**config.mk**
```make
export PLATFORM = sky130hd
export DESIGN_NAME = reg_bus_master
export DESIGN_NICKNAME = d
export VERILOG_FILES = /design/src/rtl/reg_bus_master.sv
export SDC_FILE = /design/constraint.sdc
export NUM_CORES = 1
export LEC_CHECK = 0
export BUFFER_PORTS_ARGS = -buffer_cell sky130_fd_sc_hd__buf_2
export CORE_MARGIN = 2
export CORE_UTILIZATION = 55
export CTS_CLUSTER_SIZE = 30
export DETAILED_ROUTE_END_ITERATION = 6
export PLACE_DENSITY = 0.91
export SLEW_MARGIN = 20
export SYNTH_ARGS = -nofsm -noshare
export SYNTH_HDL_FRONTEND = slang
export SYNTH_SLANG_ARGS = --single-unit
```
**constraint.sdc**
```tcl
create_clock -name clk -period 3.55 [get_ports clk]
set_input_delay 0.1775 -clock clk [delete_from_list [all_inputs] [get_ports clk]]
set_output_delay 0.1775 -clock clk [all_outputs]
set_load 0.1 [all_outputs]
```
**src/rtl/reg_bus_master.sv**
```systemverilog
// -----------------------------------------------------------------------------
// reg_bus_master
//   Initiator side of the register bus. Parses a host byte-command stream into
//   single register transactions and returns read data plus a status byte.
//
//   Command format: opcode byte, bit7 = write, bits[AW-1:0] = word address.
//     write: opcode + 4 data bytes, little-endian
//     read : opcode alone
//   Response: read -> data[7:0], [15:8], [23:16], [31:24], status
//             write -> status
//   Status 0x00 = responder answered, 0x01 = timed out (read data 0xFFFFFFFF).
//
// Ports:
//   clk, rst_n          clock, asynchronous active-low reset
//   rx_data/valid/ready command byte stream from host
//   tx_data/valid/ready response byte stream to host
//   avalid/awe/aaddr/adata  bus request (avalid is a single-cycle strobe)
//   bvalid/bdata        OR-combined responder strobe and read data
// -----------------------------------------------------------------------------
module reg_bus_master #(
    parameter int AW      = 7,
    parameter int TIMEOUT = 255
) (
    input  logic          clk,
    input  logic          rst_n,
    input  logic [7:0]    rx_data,
    input  logic          rx_valid,
    output logic          rx_ready,
    output logic [7:0]    tx_data,
    output logic          tx_valid,
    input  logic          tx_ready,
    output logic          avalid,
    output logic          awe,
    output logic [AW-1:0] aaddr,
    output logic [31:0]   adata,
    input  logic          bvalid,
    input  logic [31:0]   bdata
);

    localparam int             CW       = $clog2(TIMEOUT + 1);
    localparam logic [CW-1:0]  TMO_LAST = CW'(TIMEOUT - 1);
    localparam logic [CW-1:0]  TMO_ONE  = CW'(1);

    typedef enum logic [2:0] {
        S_IDLE  = 3'd0,
        S_WDATA = 3'd1,
        S_ISSUE = 3'd2,
        S_WAIT  = 3'd3,
        S_RESP  = 3'd4
    } state_t;

    state_t          state_q;
    logic            rx_ready_q;
    logic            tx_valid_q;
    logic [7:0]      tx_data_q;
    logic            avalid_q;
    logic            awe_q;
    logic [AW-1:0]   aaddr_q;
    logic [31:0]     adata_q;
    logic [1:0]      wbyte_q;   // index of next write data byte
    logic [CW-1:0]   tmo_q;     // cycles spent in WAIT
    logic [39:0]     resp_q;    // response bytes, next byte to send at [15:8]
    logic [2:0]      rbytes_q;  // bytes still to send after the current one

    logic            rx_fire_s;
    logic            tx_fire_s;
    logic            wait_done_s;
    logic [31:0]     rd_word_s;
    logic [7:0]      status_s;
    logic [39:0]     resp_word_s;

    assign rx_fire_s   = rx_valid && rx_ready_q;
    assign tx_fire_s   = tx_valid_q && tx_ready;
    // bvalid is checked first so an answer on the last WAIT cycle beats the timeout
    assign wait_done_s = bvalid || (tmo_q == TMO_LAST);

    // Response word assembled from the bus result of the current WAIT cycle
    always_comb begin
        rd_word_s   = 32'hFFFF_FFFF;
        status_s    = 8'h01;
        resp_word_s = 40'h00_0000_0000;
        if (bvalid) begin
            rd_word_s = bdata;
            status_s  = 8'h00;
        end else begin
            rd_word_s = 32'hFFFF_FFFF;
            status_s  = 8'h01;
        end
        if (awe_q) begin
            resp_word_s = {32'h0000_0000, status_s};
        end else begin
            resp_word_s = {status_s, rd_word_s};
        end
    end

    // Command parser, bus sequencer and response serializer
    always_ff @(posedge clk or negedge rst_n) begin
        if (!rst_n) begin
            state_q    <= S_IDLE;
            rx_ready_q <= 1'b0;
            tx_valid_q <= 1'b0;
            tx_data_q  <= 8'h00;
            avalid_q   <= 1'b0;
            awe_q      <= 1'b0;
            aaddr_q    <= {AW{1'b0}};
            adata_q    <= 32'h0000_0000;
            wbyte_q    <= 2'd0;
            tmo_q      <= {CW{1'b0}};
            resp_q     <= 40'h00_0000_0000;
            rbytes_q   <= 3'd0;
        end else begin
            case (state_q)
                S_IDLE: begin
                    rx_ready_q <= 1'b1;
                    if (rx_fire_s) begin
                        awe_q   <= rx_data[7];
                        aaddr_q <= rx_data[AW-1:0];
                        wbyte_q <= 2'd0;
                        if (rx_data[7]) begin
                            state_q <= S_WDATA;
                        end else begin
                            state_q    <= S_ISSUE;
                            rx_ready_q <= 1'b0;
                            avalid_q   <= 1'b1;
                        end
                    end
                end
                S_WDATA: begin
                    if (rx_fire_s) begin
                        adata_q[{wbyte_q, 3'b000} +: 8] <= rx_data;
                        wbyte_q <= wbyte_q + 2'd1;
                        if (wbyte_q == 2'd3) begin
                            state_q    <= S_ISSUE;
                            rx_ready_q <= 1'b0;
                            avalid_q   <= 1'b1;
                        end
                    end
                end
                S_ISSUE: begin
                    // avalid was raised on entry, so it lives exactly this cycle
                    avalid_q <= 1'b0;
                    tmo_q    <= {CW{1'b0}};
                    state_q  <= S_WAIT;
                end
                S_WAIT: begin
                    if (wait_done_s) begin
                        resp_q     <= resp_word_s;
                        tx_data_q  <= resp_word_s[7:0];
                        tx_valid_q <= 1'b1;
                        rbytes_q   <= awe_q ? 3'd0 : 3'd4;
                        state_q    <= S_RESP;
                    end else begin
                        tmo_q <= tmo_q + TMO_ONE;
                    end
                end
                S_RESP: begin
                    if (tx_fire_s) begin
                        if (rbytes_q == 3'd0) begin
                            tx_valid_q <= 1'b0;
                            rx_ready_q <= 1'b1;
                            state_q    <= S_IDLE;
                        end else begin
                            resp_q    <= resp_q >> 8;
                            tx_data_q <= resp_q[15:8];
                            rbytes_q  <= rbytes_q - 3'd1;
                        end
                    end
                end
                default: begin
                    state_q    <= S_IDLE;
                    rx_ready_q <= 1'b0;
                    tx_valid_q <= 1'b0;
                    avalid_q   <= 1'b0;
                end
            endcase
        end
    end

    assign rx_ready = rx_ready_q;
    assign tx_valid = tx_valid_q;
    assign tx_data  = tx_data_q;
    assign avalid   = avalid_q;
    assign awe      = awe_q;
    assign aaddr    = aaddr_q;
    assign adata    = adata_q;

endmodule

```
==> flow_summary.toml <==
[sta]
tns_ps = 0
slew_headroom = 0.349
setup_violations = 0
rsz0062_at_grt = "false"
worst_pin_slew_ps = 964
fmax_mhz = 370
worst_hold_slack_ps = 109
hold_viol = 0
slew_viol_final = 0
fin_skew_ps = 12.0
finalCriticalPeriod_ps = 2710
min_period_over_period = 0.762

[placed_design]
dp_hpwl_microns = 6890
placed_cells = 627
place.gp.congestion = 0.814
io_buffers = 95

[synthesis]
ys_ff_latch = 92
ys.flop_type = "dfrtp_1"
ys_seq_area_frac = 0.504
ys.warnings.count = 0
async_reset_ff_frac = 1.00
synth_cells = 457
synth_compound_area_frac = 0.124
synthXorXnorAreaFrac = 0.00576
synth_top_family_by_area = "simple AND/OR/NAND/NOR gates"
synthAdderAreaFrac = 0.0274
syn_area_sq_um = 4560
synth_edf_count = 0
synth_nets = 512
synth_mux_area_frac = 0.114
syn_avg_cell_area_sq_um = 9.99
ys_types = 42
yosys.area_share.simple = 0.174

[route]
drc = 0
route.vias.total = 3588
wl_per_cell_microns = 15.2
final_antenna_net_count = 0
firstDrtPassIters = 4
drt-initial-drc-count = 163
viasPerCell = 5.58
routed_wl_microns = 9760

[power_and_ir_drop]
switching_power_w = 0.000420
p_int_w = 0.00141
switching_share = 0.229
vdd.ir_drop.worst_mv = 0.217
p_seq_frac = 0.576
power.density_nw_per_um2 = 351
comb_power_share = 0.047
pwr-share-clk = 0.377
p_leak_nw = 2.49

[clock_tree]
cts_hold_buffers = 1
cts-resized-gates = 0
path_clk_slew_ps = 90
ctsLongestPathBuffers = 2
insertion_delay_ps = 360
post_cts_buffers = 0
cts.sinks = 92
htreeDepth = 3
numCtsBuffers = 9
cts-root-buf = "clkbuf_8"
tritoncts = "done"

[critical_path]
cp-start-kind = "flop"
critPathArrivalTime_ps = 2940
critPathCaptureType = "flop"
r2r_cells = 4
crit_fanout = 36
cp.required_ps = 3780
critPathKind = "reg -> reg"

[global_route]
track_usage = 0.226
grt_pass1_wl_microns = 16000
grt_max_degree = 63
grt-ovfl-total = 0
grt_pass1_vias = 3447
antenna_found_initial = 0

[final_layout]
antenna_cells = 0
stdcell_count = 643
area_delta_synth_final_pct = 14.3
layout.nets = 589
drive_above_1_share = 0.296
n_fill_cell = 676

[floorplan]
die-area_sq_um = 9040
ios = 96
fp.dieW_microns = 95.1
core_area_sq_um = 8130
fp-row-count = 33
initial_core_util = 0.561
die_h_microns = 95.1

[run_status]
status = "finished, final reports clean"

[hold_path]
holdPathStages = 3
min_path_type = "in -> reg"

[flow_run]
maxCapViolations = 0
## flip-flops by register name, summed over array words and instances (netlist names), 2 cells and up
signal / cells
tmo_q: 8
resp_q: 26
wbyte_q: 2
state_q: 3
rbytes_q: 3
tx_data: 7
aaddr: 7
adata: 32
## kinds of logic after synthesis
group | Yosys count
AND/OR/NAND/NOR | 169
adder cells (fa/ha/maj) | 10
buffers and inverters | 46
AO/OA/AOI/OAI | 91
multiplexers | 46
flip-flops | 92
XOR/XNOR | 3
## layer usage
layer	track usage	wire length (microns)	part of all wire
met3	0.0506	735	0.075
met5	0	0	0
met4	0.0773	121	0.012
met1	0.290	4160	0.43
met2	0.379	4740	0.49
## cell usage in the layout, fill, tap and decap left out, drive strengths merged, types with 10 or more instances in the layout
cell type,Yosys,routed
nand2,100,100
buf,16,97
dfrtp,92,92
mux2,43,43
o21ai,43,43
o31ai,25,25
nor2b,24,24
inv,14,15
nand3,12,12
a21oi,11,11
nor2,10,10
ha,10,10
clkbuf,16,10
## area by class of cell
type                    count  area (sq um)  share of cell area
clock buffers              10           128              0.0245
multi-input cells         319          2040               0.391
flip-flops and latches     92          2300               0.441
inverters                  14          52.6              0.0101
repair buffers             98           503              0.0964
well taps                 105           131              0.0252
clock inverters             5          61.3              0.0118
## Yosys cell counts, types with 3 or more instances
master	n	area share
buf_6	3	0.0074
ha_1	10	0.027
o21ai_1	3	0.0033
xnor2_1	3	0.0058
o31ai_1	25	0.041
nand2_1	99	0.081
inv_1	14	0.012
a21oi_1	11	0.012
dfrtp_1	92	0.50
nor3b_1	6	0.0099
mux2_2	41	0.10
nand3_1	12	0.013
o21ai_0	40	0.044
buf_1	3	0.0025
nor2_1	10	0.0082
nor3_1	3	0.0033
mux2i_1	3	0.0066
buf_4	8	0.013
nor2b_1	24	0.033
nand2b_1	5	0.0069
clkbuf_1	16	0.013
## per-stage QoR
step	util	area, sq um	worst slack, ps	power [W]
floorplan	-	4560	1320	0.00110
global placement	0.617	5020	999	0.00116
detailed placement	0.617	5020	887	0.00116
CTS	0.641	5220	875	0.00185
global route	0.641	5220	683	0.00189
finish	0.641	5220	845	0.00183
## worst max-delay path, stage by stage (launching register included)
cell       delay, ps
dfrtp_1          740
nand4bb_1        350
a41o_1           390
nand2_2          660
mux2_2           420
## power by group through the flow
stage | Sequential, W | Clock, W | Combinational [W]
5_1_grt | 0.00105 | 0.000741 | 0.0000976
2_1_floorplan | 0.00107 | 0 | 0.0000265
6_report | 0.00105 | 0.000690 | 0.0000861
3_3_place_gp | 0.00107 | 0 | 0.0000851
4_1_cts | 0.00105 | 0.000704 | 0.0000886
3_5_place_dp | 0.00107 | 0 | 0.0000872
## worst paths after layout
path / end / from / slack (ps)
setup / recovery: resp_q[7] / state_q[0] / 840
hold reg to reg: adata[16] / adata[16] / 480
setup reg to reg: resp_q[7] / state_q[0] / 840
max in group asynchronous: adata[4] / rst_n / 2220
min in group asynchronous: tx_data[5] / rst_n / 440
hold / removal: adata[16] / rx_data[0] / 110
Note: power is estimated with default switching activity, not from simulation.
